===== src/rtl/spi_apb_arbiter.sv =====
// Round-robin arbiter that shares one APB-to-SPI bridge among NUM_REQ local requesters,
// with an ACCESS-phase watchdog that aborts transfers the bridge never completes.
module spi_apb_arbiter #(
    parameter int unsigned NUM_REQ        = 4,
    parameter int unsigned APB_ADDR_WIDTH = 16,
    parameter int unsigned APB_DATA_WIDTH = 32,
    parameter int unsigned TIMEOUT_CYCLES = 1024
) (
    input  logic                              clk,
    input  logic                              rst,
    input  logic [NUM_REQ-1:0]                req,
    input  logic [NUM_REQ-1:0]                req_write,
    input  logic [NUM_REQ*APB_ADDR_WIDTH-1:0] req_addr,
    input  logic [NUM_REQ*APB_DATA_WIDTH-1:0] req_wdata,
    output logic [NUM_REQ-1:0]                req_gnt,
    output logic [NUM_REQ-1:0]                rsp_done,
    output logic                              rsp_err,
    output logic [APB_DATA_WIDTH-1:0]         rsp_rdata,
    output logic                              busy,
    output logic                              apb_sel,
    output logic                              apb_penable,
    output logic                              apb_pwrite,
    output logic [APB_ADDR_WIDTH-1:0]         apb_paddr,
    output logic [APB_DATA_WIDTH-1:0]         apb_pwdata,
    input  logic                              apb_pready,
    input  logic [APB_DATA_WIDTH-1:0]         apb_prdata
);

    localparam int unsigned AW      = APB_ADDR_WIDTH;
    localparam int unsigned DW      = APB_DATA_WIDTH;
    localparam int unsigned PW      = (NUM_REQ > 1) ? $clog2(NUM_REQ) : 1;
    localparam int unsigned CW      = (TIMEOUT_CYCLES > 1) ? $clog2(TIMEOUT_CYCLES) : 1;
    localparam bit          WD_EN   = (TIMEOUT_CYCLES != 0);
    localparam int unsigned WD_LAST = WD_EN ? (TIMEOUT_CYCLES - 1) : 0;

    typedef enum logic [1:0] {
        S_IDLE   = 2'd0,
        S_SETUP  = 2'd1,
        S_ACCESS = 2'd2
    } state_e;

    state_e              state_q, state_d;
    logic [PW-1:0]       ptr_q, ptr_d;
    logic [PW-1:0]       owner_q, owner_d;
    logic [CW-1:0]       wd_cnt_q, wd_cnt_d;
    logic [NUM_REQ-1:0]  req_gnt_q, req_gnt_d;
    logic [NUM_REQ-1:0]  rsp_done_q, rsp_done_d;
    logic                rsp_err_q, rsp_err_d;
    logic [DW-1:0]       rsp_rdata_q, rsp_rdata_d;
    logic                busy_q, busy_d;
    logic                sel_q, sel_d;
    logic                penable_q, penable_d;
    logic                pwrite_q, pwrite_d;
    logic [AW-1:0]       paddr_q, paddr_d;
    logic [DW-1:0]       pwdata_q, pwdata_d;

    logic                any_req;
    logic [PW-1:0]       pick;
    logic [PW-1:0]       pick_next;

    // First pending request at or after ptr_q, wrapping around.
    always_comb begin
        int unsigned j;
        logic [PW-1:0] jj;
        any_req   = 1'b0;
        pick      = '0;
        pick_next = '0;
        j         = 0;
        jj        = '0;
        for (int unsigned k = 0; k < NUM_REQ; k++) begin
            j = 32'(ptr_q) + k;
            if (j >= NUM_REQ) begin
                j = j - NUM_REQ;
            end
            jj = PW'(j);
            if (!any_req && req[jj]) begin
                any_req   = 1'b1;
                pick      = jj;
                pick_next = PW'((j + 1 == NUM_REQ) ? 32'd0 : j + 1);
            end
        end
    end

    always_ff @(posedge clk) begin
        if (rst) begin
            state_q     <= S_IDLE;
            ptr_q       <= '0;
            owner_q     <= '0;
            wd_cnt_q    <= '0;
            req_gnt_q   <= '0;
            rsp_done_q  <= '0;
            rsp_err_q   <= 1'b0;
            rsp_rdata_q <= '0;
            busy_q      <= 1'b0;
            sel_q       <= 1'b0;
            penable_q   <= 1'b0;
            pwrite_q    <= 1'b0;
            paddr_q     <= '0;
            pwdata_q    <= '0;
        end else begin
            state_q     <= state_d;
            ptr_q       <= ptr_d;
            owner_q     <= owner_d;
            wd_cnt_q    <= wd_cnt_d;
            req_gnt_q   <= req_gnt_d;
            rsp_done_q  <= rsp_done_d;
            rsp_err_q   <= rsp_err_d;
            rsp_rdata_q <= rsp_rdata_d;
            busy_q      <= busy_d;
            sel_q       <= sel_d;
            penable_q   <= penable_d;
            pwrite_q    <= pwrite_d;
            paddr_q     <= paddr_d;
            pwdata_q    <= pwdata_d;
        end
    end

    always_comb begin
        state_d     = state_q;
        ptr_d       = ptr_q;
        owner_d     = owner_q;
        wd_cnt_d    = wd_cnt_q;
        req_gnt_d   = '0;
        rsp_done_d  = '0;
        rsp_err_d   = 1'b0;
        rsp_rdata_d = rsp_rdata_q;
        busy_d      = busy_q;
        sel_d       = sel_q;
        penable_d   = penable_q;
        pwrite_d    = pwrite_q;
        paddr_d     = paddr_q;
        pwdata_d    = pwdata_q;

        case (state_q)
            S_IDLE: begin
                if (any_req) begin
                    state_d         = S_SETUP;
                    owner_d         = pick;
                    ptr_d           = pick_next;
                    req_gnt_d[pick] = 1'b1;
                    pwrite_d        = req_write[pick];
                    paddr_d         = req_addr[32'(pick) * AW +: AW];
                    pwdata_d        = req_wdata[32'(pick) * DW +: DW];
                    sel_d           = 1'b1;
                    penable_d       = 1'b0;
                    busy_d          = 1'b1;
                end
            end
            S_SETUP: begin
                state_d   = S_ACCESS;
                penable_d = 1'b1;
                wd_cnt_d  = '0;
            end
            S_ACCESS: begin
                // pready takes priority over a watchdog expiry in the same cycle.
                if (apb_pready || (WD_EN && (wd_cnt_q == CW'(WD_LAST)))) begin
                    state_d             = S_IDLE;
                    sel_d               = 1'b0;
                    penable_d           = 1'b0;
                    busy_d              = 1'b0;
                    paddr_d             = '0;
                    pwdata_d            = '0;
                    rsp_done_d[owner_q] = 1'b1;
                    if (apb_pready) begin
                        if (!pwrite_q) begin
                            rsp_rdata_d = apb_prdata;
                        end
                    end else begin
                        rsp_err_d   = 1'b1;
                        rsp_rdata_d = '0;
                    end
                end else if (WD_EN) begin
                    wd_cnt_d = wd_cnt_q + CW'(1);
                end
            end
            default: begin
                state_d = S_IDLE;
            end
        endcase
    end

    assign req_gnt     = req_gnt_q;
    assign rsp_done    = rsp_done_q;
    assign rsp_err     = rsp_err_q;
    assign rsp_rdata   = rsp_rdata_q;
    assign busy        = busy_q;
    assign apb_sel     = sel_q;
    assign apb_penable = penable_q;
    assign apb_pwrite  = pwrite_q;
    assign apb_paddr   = paddr_q;
    assign apb_pwdata  = pwdata_q;

endmodule


===== config.mk =====
export PLATFORM = sky130hd
export DESIGN_NAME = spi_apb_arbiter
export DESIGN_NICKNAME = d
export VERILOG_FILES = /design/src/rtl/spi_apb_arbiter.sv
export SDC_FILE = /design/constraint.sdc
export NUM_CORES = 1
export LEC_CHECK = 0
export CORE_AREA = 2 2 175 134
export DETAILED_ROUTE_END_ITERATION = 8
export DIE_AREA = 0 0 177 136
export SLEW_MARGIN = 20
export SYNTH_ARGS = -nofsm -noshare
export SYNTH_HDL_FRONTEND = slang
export SYNTH_SLANG_ARGS = --single-unit

===== constraint.sdc =====
create_clock -name clk -period 8.85 [get_ports clk]
set_clock_uncertainty 0.05 [all_clocks]
set_input_delay 1.3275 -clock clk [delete_from_list [all_inputs] [get_ports clk]]
set_output_delay 1.3275 -clock clk [all_outputs]
set_load 0.05 [all_outputs]

==> metrics.csv <==
stage;metric;value;unit
run_status;status;complete, no violations;
critical_path;Critical R2R Launch;ptr_q[0];
cts;cts hold-fix bufs;0;
yosys;post-synthesis sequential area ratio;39.2;%
placement;final HPWL from detailed placement;15200;µm
power;Leak;0.00332;µW
cts;post-cts gate resize count;0;
power;Max VDD drop;0.178;mV
yosys;Cells after Synth;623;
final_layout;# diodes;0;
yosys;Syn. warnings;0;
placement;Port-buffer cells;327;
die;total core area;0.0225;mm²
cts;CTS max path bufs;2;
global_route;Overall Global Routing Usage;17.6;%
final_layout;fin nets;1151;
sta;Final Critical Period;4150;ps
sta;Setup TNS Final;0;ps
power;Power Internal;1290;µW
critical_path;R2R setup slack;4760;ps
worst_hold_path;hold path cells;1;
drt;via count;5986;
yosys;Synth Cell Area;0.00551;mm²
sta;Final Cycle Share;46.9;%
sta;post-route setup slack;4700;ps
cts;H-tree depth;3;
power;Gate power share;54.6;%
drt;DRC;0;
yosys;post-synth cell types;52;
final_layout;post-route cell area;0.00931;mm²
power;Power Total;2350;µW
final_layout;commonest non-fill, non-tap cell in the layout;clkdlybuf4s50_1;
sta;Final Hold Vio Count;0;
drt;routed wire length;22100;µm
cts;TritonCTS buffer count;9;
drt;routed len/inst;18.2;µm
die;Die Span Y;136;µm
final_layout;most frequent cells in the layout;327 x clkdlybuf4s50_1, 108 x dfxtp_1, 59 x a21oi_1, 58 x nor2_1, 54 x o21ai_0;
power;pwr/cell area;253;mW/mm²
global_route;GRT overflow;0;
critical_path;Worst R2R End;apb_paddr[7];
critical_path;critical path arrival;4350;ps
power;register share of total power;27.4;%
placement;GP Congestion;0.795;
yosys;Main synth FF type;dfxtp_1;
cts;# Post-CTS Setup Buffers;0;
worst_hold_path;hold_sp;apb_paddr[0];
drt;via/cell ratio;4.92;
yosys;Synth Register Bits;108;
sta;setup violators final;0;
global_route;grt met2 use;28.9;%
global_route;met3 usage;4.42;%
sta;RSZ-0062 raised after global routing;false;
global_route;met1 Use GR;23.0;%
cts;CTS Sinks;108;
critical_path;Crit Path Class;in -> reg;
cts;Clk Latency, worst-skew pair;360;ps
die;Chip Width;177;µm
yosys;share of synthesized registers carrying an async set or reset;0;%
sta;worst slew pin tran;904;ps
global_route;number of global-route vias before repair;5832;
global_route;initial antenna violation count;0;
global_route;busiest grt layer;met2;
sta;relative slew slack;39.3;%
critical_path;Worst Path Max Fanout;49;
worst_hold_path;Hold Path End;apb_paddr[0];
die;initial core utilization;24.5;%
critical_path;critical path launch point;req[2];
global_route;first-pass GRT wire length;33300;µm
drt;initial drt markers;332;
power;Sw Ratio;45.3;%
final_layout;Filler Cell Count;2268;
die;Top Ports;328;
power;clock network fraction of total power;18.0;%
yosys;syn avg cell area;8.85;µm²
drt;ANT nets after route;0;
job;total of max-cap violations;0;
final_layout;fin cells;1217;
die;Rows;48;
final_layout;Synth-to-Final Area Change;69.0;%
power;Switch Pwr;1070;µW
final_layout;layout cell share with drive strength beyond 1;5.23;%
die;die area;0.0241;mm²
placement;dpl cells;1201;
cts;clk root buf;clkbuf_16;
drt;drt pass-1 iters;5;
cts;CTS tree;done;
critical_path;endpoint class of the critical path;flip-flop;
global_route;largest net degree at the start of global routing;51;
worst_hold_path;worst hold path class;reg -> reg;
critical_path;Setup crit start kind;input port;
critical_path;Critical Path RT;9050;ps
placement;pre-CTS setup slack;4320;ps
sta;Slew Limit Fails;0;
yosys;Synthesized Nets;862;
cts;clock-pin slew on the worst setup and hold paths;80;ps
sta;fmax;241;MHz
critical_path;r2r worst-path depth;9;
yosys;number of flops mapped to enable cells by yosys;0;
placement;placed cell areas;0.00900;mm²
-- state kept, by name, summed over array words and instances, names as in the netlist --
name / flops
apb_pwdata: 32
ptr_q: 2
rsp_rdata: 32
apb_pwrite: 1
state_q: 2
owner_q: 2
apb_sel: 1
rsp_done: 4
req_gnt: 4
wd_cnt_q: 10
rsp_err: 1
apb_penable: 1
apb_paddr: 16
-- metal layers --
metal	part of all wire [%]	up-vias
met5	0	-
met4	1.6	0
met3	8.3	20
met2	47	250
met1	44	2808
li1	-	2908
-- power groups by stage --
stage                     Clock [µW]  Sequential [µW]  Combinational [µW]
after floorplan                    0              941                 580
after global placement             0              655                1280
after detailed placement           0              654                1300
after CTS                        443              645                1300
after global routing             454              657                1380
final                            423              646                1290
-- stage by stage --
stage	hold slack [ps]	utilization (%)
4_1_cts	444	41.3
3_5_place_dp	416	40.0
6_report	441	41.3
5_1_grt	455	41.3
2_1_floorplan	379	-
3_3_place_gp	413	40.0
-- kinds of logic after synthesis --
group                    Yosys count  share of synthesized area, %
AO/OA/AOI/OAI                    215                          26.6
XOR/XNOR                           6                         0.953
adder cells (fa/ha/maj)            4                         0.908
buffers and inverters             68                          5.58
flip-flops                       108                          39.2
multiplexers                      57                          12.4
AND/OR/NAND/NOR                  165                          14.4
-- worst max-delay path by stage --
stage	to	slack (ps)	cells after the start
finish	apb_paddr[7]	4700	8
CTS	apb_pwdata[30]	4700	8
global route	apb_pwdata[4]	4470	9
detailed placement	apb_pwdata[30]	4320	8
floorplan	apb_paddr[10]	5360	8
global placement	apb_paddr[7]	4370	8
-- worst max-delay path: stages --
cell and delay [ps]:
clkdlybuf4s50_1 560, mux4_2 570, nor2b_1 200, o21a_2 230
nor2_4 120, buf_4 570, mux2_2 410, a221o_1 280
-- synthesized netlist by cell type (all sizes together) (2+ instances only) --
cell type	number	area share [%]
dfxtp	108	39
a21oi	59	5.4
nor2	59	4.2
o21ai	57	5.2
nand3	53	4.8
mux2	49	10
a221o	48	8.7
clkbuf	46	3.2
a22oi	32	4.4
nand2	15	1.0
buf	14	1.9
nor3	10	0.91
inv	8	0.54
nand2b	7	0.93
xnor2	5	0.79
and2	4	0.45
ha	4	0.91
mux2i	4	0.73
mux4	4	1.6
nor2b	4	0.45
o21a	4	0.57
nor3b	3	0.41
nor4	3	0.34
or3	3	0.34
o31ai	2	0.27
-- layout make-up --
type | count | area, µm² | area share (%)
repair buffers | 338 | 3360 | 36.0
clock inverters | 7 | 83.8 | 0.900
inverters | 8 | 30.0 | 0.322
well taps | 300 | 375 | 4.03
clock buffers | 9 | 225 | 2.42
flip-flops and latches | 108 | 2160 | 23.2
multi-input cells | 447 | 3080 | 33.1
No activity file was read; power rests on OpenSTA's default activity.
